`src/rtl/serial_right_shifter.sv`:
```
`default_nettype none
// ============================================================================
// Module   : serial_right_shifter
// Brief    : Bit-serial logical/arithmetic right shifter, one position per cycle.
// Revision : 1.0 - initial release
// ============================================================================
module serial_right_shifter #(
    parameter int WIDTH = 8,
    parameter int AMT_W = 3
) (
    input  logic             clk,
    input  logic             reset_n,
    input  logic             start,
    input  logic [WIDTH-1:0] data_in,
    input  logic [AMT_W-1:0] shift_amt,
    input  logic             arith,
    output logic             busy,
    output logic             done,
    output logic [WIDTH-1:0] q_out,
    output logic             shift_out
);

    localparam logic [1:0]       c_IDLE    = 2'd0;
    localparam logic [1:0]       c_SHIFT   = 2'd1;
    localparam logic [1:0]       c_DONE    = 2'd2;
    localparam logic [AMT_W-1:0] c_CNT_ONE = AMT_W'(1);

    logic [1:0]       r_state;
    logic [1:0]       w_state_nxt;
    logic [AMT_W-1:0] r_count;
    logic             r_arith;
    logic [WIDTH-1:0] r_q;
    logic             r_shift_out;
    logic             r_busy;
    logic             r_done;
    logic             w_busy_nxt;
    logic             w_done_nxt;
    logic             w_fill;

    assign w_fill = r_arith & r_q[WIDTH-1];

    always_ff @(posedge clk) begin
        if (!reset_n) begin
            r_state <= c_IDLE;
        end else begin
            r_state <= w_state_nxt;
        end
    end

    always_comb begin
        w_state_nxt = r_state;
        case (r_state)
            c_IDLE: begin
                if (start) begin
                    w_state_nxt = (shift_amt != '0) ? c_SHIFT : c_DONE;
                end
            end
            c_SHIFT: begin
                if (r_count == c_CNT_ONE) begin
                    w_state_nxt = c_DONE;
                end
            end
            c_DONE:  w_state_nxt = c_IDLE;
            default: w_state_nxt = c_IDLE;
        endcase
    end

    // Flags are registered from the current state, so they trail it by one cycle.
    always_comb begin
        w_busy_nxt = (r_state == c_SHIFT);
        w_done_nxt = (r_state == c_DONE);
    end

    always_ff @(posedge clk) begin
        if (!reset_n) begin
            r_busy <= 1'b0;
            r_done <= 1'b0;
        end else begin
            r_busy <= w_busy_nxt;
            r_done <= w_done_nxt;
        end
    end

    always_ff @(posedge clk) begin
        if (!reset_n) begin
            r_q         <= '0;
            r_shift_out <= 1'b0;
            r_count     <= '0;
            r_arith     <= 1'b0;
        end else begin
            case (r_state)
                c_IDLE: begin
                    if (start) begin
                        r_q         <= data_in;
                        r_shift_out <= 1'b0;
                        r_count     <= shift_amt;
                        r_arith     <= arith;
                    end
                end
                c_SHIFT: begin
                    r_q         <= {w_fill, r_q[WIDTH-1:1]};
                    r_shift_out <= r_q[0];
                    r_count     <= r_count - c_CNT_ONE;
                end
                default: begin
                end
            endcase
        end
    end

    assign busy      = r_busy;
    assign done      = r_done;
    assign q_out     = r_q;
    assign shift_out = r_shift_out;

endmodule
`default_nettype wire

```
`config.mk`:
```
export PLATFORM = sky130hd
export DESIGN_NAME = serial_right_shifter
export DESIGN_NICKNAME = d
export VERILOG_FILES = /design/src/rtl/serial_right_shifter.sv
export SDC_FILE = /design/constraint.sdc
export NUM_CORES = 1
export LEC_CHECK = 0
export CAP_MARGIN = 20
export CORE_MARGIN = 1
export CORE_UTILIZATION = 46
export DETAILED_ROUTE_END_ITERATION = 6
export PLACE_DENSITY = 0.81
export REMOVE_ABC_BUFFERS = 1
export SLEW_MARGIN = 15
export SYNTH_ARGS = -nofsm -noshare
export SYNTH_HDL_FRONTEND = slang
export SYNTH_SLANG_ARGS = --single-unit
export TNS_END_PERCENT = 20
```
`constraint.sdc`:
```
create_clock -name clk -period 4 [get_ports clk]
set_input_delay 0.6 -clock clk [delete_from_list [all_inputs] [get_ports clk]]
set_output_delay 0.6 -clock clk [all_outputs]
set_load 0.005 [all_outputs]
```
==> key figures, run 1 <==
Timing
  • Max-slew violation total from the final report: 0
  • Worst-Margin Slew: 0.523 ns
  • Slew margin rel.: 0.651
  • F_max: 565 MHz
  • RSZ-0062 raised after global routing: no
  • Final setup viols: 0
  • Tcrit/Tclk final: 0.443
  • Hold slack: 0.495 ns
  • TNS Setup: 0 ns
  • Skew final: 0.000346 ns
  • Tmin final: 1.77 ns
  • Final hold vios: 0

Run
  • Max_cap viols: 0

Power
  • Power per cell area: 367 mW/mm^2
  • Lkg Pwr: 0.405 nW
  • VDD IR max: 0.000228 V

Clock tree
  • TritonCTS buffer count: 3
  • CTS tree: done
  • Clk buf depth: 2
  • Clock root buffer: clkbuf_4
  • Hold Buf Count CTS: 0
  • Clock slew at reported path FFs: 0.09 ns
  • Number of H-tree levels: 1
  • Worst-Skew Late Latency: 0.30 ns
  • Post-CTS sizing: 0
  • Postcts setup bufs: 0
  • CTS Sinks: 17

Cells and area
  • FF+latch area: 340 sq um
  • Layout cells sized above 1: 0.0614
  • Non-filler cells, final: 130
  • Layout area overhead: 34.6%
  • Fillers: 143
  • # diodes: 0
  • Nets: 132
  • Area of the multi-input gates: 384 sq um

Synthesis
  • Top_reg_cell synth: dfxtp_1
  • Cell type with the largest total area after synthesis: dfxtp_1
  • Register area share after synthesis: 0.444
  • Post-synth EDFFs: 0
  • Yosys cell types: 31
  • Main area contributors after synthesis: dfxtp_1, nand2_1, o21ai_0, a31oi_1, ha_1
  • Synth Register Bits: 17
  • Synth Cell Area: 767 sq um
  • Yosys warning count: 0
  • Syn Inst Count: 91
  • Top-area cell type share of the netlist area: 0.444
  • Async SR Flop Fraction: 0
  • Avg Cell Area, Syn: 8.43 sq um

Route
  • Detailed-route wire length: 1590 microns
  • Drt pass-1 iters: 4
  • Vias per cell: 5.22
  • DRC Markers: 0
  • Detail Route Antenna Nets: 0
  • Routed len/inst: 12.2 microns
  • Initial DRC count: 25
  • Vias: 679

Worst setup path
  • CP bufs+invs: 1
  • Crit path kind: flip-flop to primary output
  • CP delay by family, top: buffers and inverters
  • Worst setup EP type: primary output
  • Largest stage delay, worst path: 0.51 ns
  • Crit path max-delay cell type: clkdlybuf4s50_1
  • Crit Path Max Fanout: 3
  • WP data required: 3.40 ns
  • Critical-path cell list: clkdlybuf4s50_1
  • Crit path launch type: flip-flop
  • Worst path arrival time: 1.17 ns

GRT
  • Initial antenna violation count: 0
  • Pin count of the biggest net entering global routing: 20
  • Global-route wire length before repair: 2770 microns
  • Vias in the first global route: 641
  • Total GRT Usage: 0.207
  • Total gr overflow: 0

Floorplan
  • I/O pin count: 26
  • DIE WIDTH: 42.8 microns
  • Row count: 14
  • Die Ht: 42.8 microns
  • Die footprint: 0.00183 sq mm
  • Initial core utilization: 0.503
  • Core area: 0.00152 sq mm

Placed design
  • Port bufs: 25
  • Detailed Place HPWL: 1140 microns
  • Gpl congestion: 0.703
  • Placed Cells: 126

Outcome
  • Status: finished, final reports clean

Worst hold path
  • Min-Delay Path Class: flip-flop to flip-flop
## layer usage
| metal | part of all wire | wire, microns | vias to the layer above | global-route usage |
|---|---|---|---|---|
| met5 | 0 | 0 | - | 0 |
| met2 | 0.47 | 745 | 15 | 0.309 |
| met1 | 0.45 | 721 | 300 | 0.243 |
| met3 | 0.049 | 78 | 4 | 0.0766 |
| li1 | - | - | 360 | - |
| met4 | 0.025 | 40 | 0 | 0.144 |
## path summary, 6_finish.rpt
check | start | to | slack, ns | depth (start not counted)
setup / recovery | q_out[2] | q_out[2] | 2.23 | 1
hold reg to reg | q_out[7] | q_out[7] | 0.49 | 2
setup reg to reg | r_state[1] | r_count[2] | 2.68 | 3
hold / removal | q_out[7] | q_out[7] | 0.49 | 2
## where the power goes
part / total [mW] / leakage (nW) / internal, mW / switching, mW
Clock: 0.0937 / 0.0150 / 0.0389 / 0.0548
Combinational: 0.0881 / 0.249 / 0.0506 / 0.0375
Sequential: 0.197 / 0.140 / 0.185 / 0.0118
Total: 0.379 / 0.405 / 0.275 / 0.104
## flip-flops by register name (all words and copies together), names as in the netlist
name       cells
busy           1
done           1
q_out          8
r_arith        1
r_count        3
r_state        2
shift_out      1
## cells in the final DEF (no fill, tap or decap), drive strengths merged, types with 2 or more instances in the layout
cell type	n
nor2b	2
inv	3
and2	2
o21ai	9
clkdlybuf4s50	25
a21boi	2
and2b	2
o21a	2
o22ai	2
nor3	2
nor2	2
nand2	18
a31oi	7
ha	2
clkbuf	4
dfxtp	17
## per-stage QoR
stage	total power [mW]	instance area [sq um]	utilization	worst slack, ns
floorplan	0.243	736	-	2.54
global placement	0.287	1010	0.660	1.98
detailed placement	0.290	1010	0.660	1.95
CTS	0.383	1030	0.677	2.22
global route	0.402	1030	0.677	2.14
finish	0.379	1030	0.677	2.23
## final cells by class
type                       count  area share
tap                           16      0.0194
inverter                       3      0.0109
timing repair buffer          25       0.242
clock buffer                   4      0.0255
sequential                    17       0.330
multi-input combinational     65       0.372
## synth_stat cells (all sizes together), types with 2 or more instances
master  number
ha           2
nor2b        2
a31oi        7
nand2       18
nor3         2
and2         2
buf          5
o21a         2
o22ai        2
o21ai        9
inv          3
dfxtp       17
nor2         2
a21boi       2
and2b        2
## cells by family after synthesis
kind of cell    synth area share
simple gates               0.243
compound gates             0.212
buf+inv                   0.0555
flops                      0.444
mux                       0.0131
fa+ha+maj                 0.0326
(Power assumes the default switching activity.)
==> inputs of run 2 (changes only) <==
Settings changed: CORE_UTILIZATION 46 to 43, PLACE_DENSITY 0.81 to 0.76.
Clock period 4 ns to 1.8 ns, I/O delays scaled along.
==> key figures, run 2 (same netlist as run 1, synthesis figures left out) <==
Cells and area
  • Layout area overhead: 35.6%
  • Non-filler cells, final: 131 (+0.77%)
  • Nets: 133 (+0.76%)
  • Layout cells sized above 1: 0.0696 (+0.00816)
  • Fillers: 134 (-6.3%)
  • Commonest non-fill, non-tap cells in the layout: clkdlybuf4s50_1, nand2_1, dfxtp_1
  • Fin area: 0.00104 sq mm (+0.73%)
  • Number of flip-flops in the largest register: 8 (unchanged)
  • Most common cell after layout, fill and taps aside: clkdlybuf4s50_1
  • Area of the multi-input gates: 384 sq um (unchanged)
  • # diodes: 0 (unchanged)
  • FF+latch area: 340 sq um (unchanged)

Route
  • Detail Route Antenna Nets: 0 (unchanged)
  • Routed len/inst: 11.8 microns (-3.1%)
  • Vias per cell: 5.50 (+5.4%)
  • Vias: 721 (+6.2%)
  • Detailed-route wire length: 1550 microns (-2.3%)
  • Initial DRC count: 21 (-16%)
  • DRC Markers: 1 (+1)
  • Drt pass-1 iters: 6 (+2)

Floorplan
  • Die Ht: 44.2 microns (+3.3%)
  • Core area: 0.00158 sq mm (+3.4%)
  • DIE WIDTH: 44.2 microns (+3.3%)
  • Initial core utilization: 0.487 (-0.0168)
  • Row count: 14 (unchanged)
  • Die footprint: 0.00196 sq mm (+6.6%)
  • I/O pin count: 26 (unchanged)

Worst setup path
  • Crit path kind: flip-flop to primary output
  • Worst path arrival time: 1.16 ns (about the same)
  • Worst setup EP type: primary output
  • WP data required: 1.53 ns (-1.87 ns)
  • Critical-path cell list: clkdlybuf4s50_1
  • Crit path launch type: flip-flop
  • Crit path max-delay cell type: clkdlybuf4s50_1
  • CP delay by family, top: buffers and inverters
  • Crit Path Max Fanout: 3 (unchanged)
  • CP bufs+invs: 1 (unchanged)
  • Largest stage delay, worst path: 0.51 ns (about the same)

Power
  • Switching Share: 0.268 (-0.00637)
  • Clock network power share: 0.239 (-0.008)
  • Combinational share of power: 0.239 (+0.007)
  • VDD IR max: 0.000548 V (+140%)
  • Internal power: 613 uW (+120%)
  • Lkg Pwr: 0.409 nW (+1.2%)
  • Seq pwr share: 0.522 (+0.002)
  • Power per cell area: 807 mW/mm^2 (+120%)
  • Switching power: 225 uW (+120%)

Clock tree
  • Post-CTS sizing: 0 (unchanged)
  • Clk buf depth: 2 (unchanged)
  • Number of H-tree levels: 1 (unchanged)
  • CTS Sinks: 17 (unchanged)
  • Clock root buffer: clkbuf_4
  • Worst-Skew Late Latency: 0.29 ns (about the same)
  • Postcts setup bufs: 0 (unchanged)
  • Hold Buf Count CTS: 0 (unchanged)
  • CTS tree: done
  • TritonCTS buffer count: 3 (unchanged)
  • Clock slew at reported path FFs: 0.10 ns (about the same)

GRT
  • GRT met1 Usage: 0.245 (+0.00221)
  • GR Util met2: 0.309 (about the same)
  • Global-route wire length before repair: 2820 microns (+1.8%)
  • Total gr overflow: 0 (unchanged)
  • Initial antenna violation count: 0 (unchanged)
  • Vias in the first global route: 632 (-1.4%)
  • Total GRT Usage: 0.191 (-0.0159)
  • Pin count of the biggest net entering global routing: 19 (-5.0%)
  • Met3 usage: 0.0612 (-0.0154)
  • GRT busiest layer: met2

Timing
  • Final setup viols: 0 (unchanged)
  • Final hold vios: 0 (unchanged)
  • F_max: 698 MHz
  • Max-slew violation total from the final report: 0 (unchanged)
  • TNS Setup: 0 ns (unchanged)
  • Tcrit/Tclk final: 0.795
  • Skew final: 0.00385 ns (+0.00351 ns)
  • Tmin final: 1.43 ns
  • RSZ-0062 raised after global routing: no
  • Worst-Margin Slew: 0.527 ns (+0.00403 ns)
  • Slew margin rel.: 0.648 (-0.00269)

Placed design
  • Port bufs: 25 (unchanged)
  • Placed Cells: 127 (+0.79%)
  • Post-DP Area: 0.00101 sq mm (+0.75%)
  • Detailed Place HPWL: 1090 microns (-3.8%)
  • Gpl congestion: 0.681 (-3.2%)

Outcome
  • Violated checks: design-rule violations
  • Status: finished, violations left

Worst hold path
  • Min-Delay Path Class: flip-flop to flip-flop

Run
  • Max_cap viols: 0 (unchanged)
## run 2: cell count changes in the layout (fill, tap and decap cells not counted), sizes merged
cell	delta
buf	+1
## run 2: metal layers
metal,vias up,part of all wire
li1,362,-
met5,-,0
met3,2,0.039
met2,14,0.48
met1,343,0.48
met4,0,0.0058
## run 2: path summary, 6_finish.rpt
check	slack (ns)	end	startpoint	depth (start not counted)
setup / recovery	0.37	q_out[6]	q_out[6]	1
hold / removal	0.49	q_out[3]	q_out[4]	2
setup reg to reg	0.47	r_count[2]	r_state[1]	3
hold reg to reg	0.49	q_out[3]	q_out[4]	2
## run 2: power by group through the flow
| stage | Sequential, mW | Clock, mW | Combinational (mW) |
|---|---|---|---|
| after floorplan | 0.444 | 0 | 0.0956 |
| after global placement | 0.446 | 0 | 0.197 |
| after detailed placement | 0.445 | 0 | 0.201 |
| after CTS | 0.437 | 0.205 | 0.202 |
| after global routing | 0.443 | 0.220 | 0.225 |
| final | 0.437 | 0.201 | 0.200 |
## run 2: final cells by class
| type | count | area share |
|---|---|---|
| Timing Repair Buffer | 26 | 0.248 |
| Inverter | 3 | 0.0108 |
| Sequential cell | 17 | 0.327 |
| Clock buffer | 4 | 0.0253 |
| Tap cell | 16 | 0.0193 |
| Multi-Input combinational cell | 65 | 0.369 |
## run 2: per-stage QoR
stage                     setup WS, ns  power, mW  utilization  hold WS (ns)
after floorplan                  0.571      0.540            -         0.388
after global placement           0.116      0.642        0.643         0.467
after detailed placement        0.0753      0.646        0.643         0.481
after CTS                        0.365      0.844        0.660         0.496
after global routing             0.322      0.888        0.660         0.511
final                            0.368      0.839        0.660         0.494
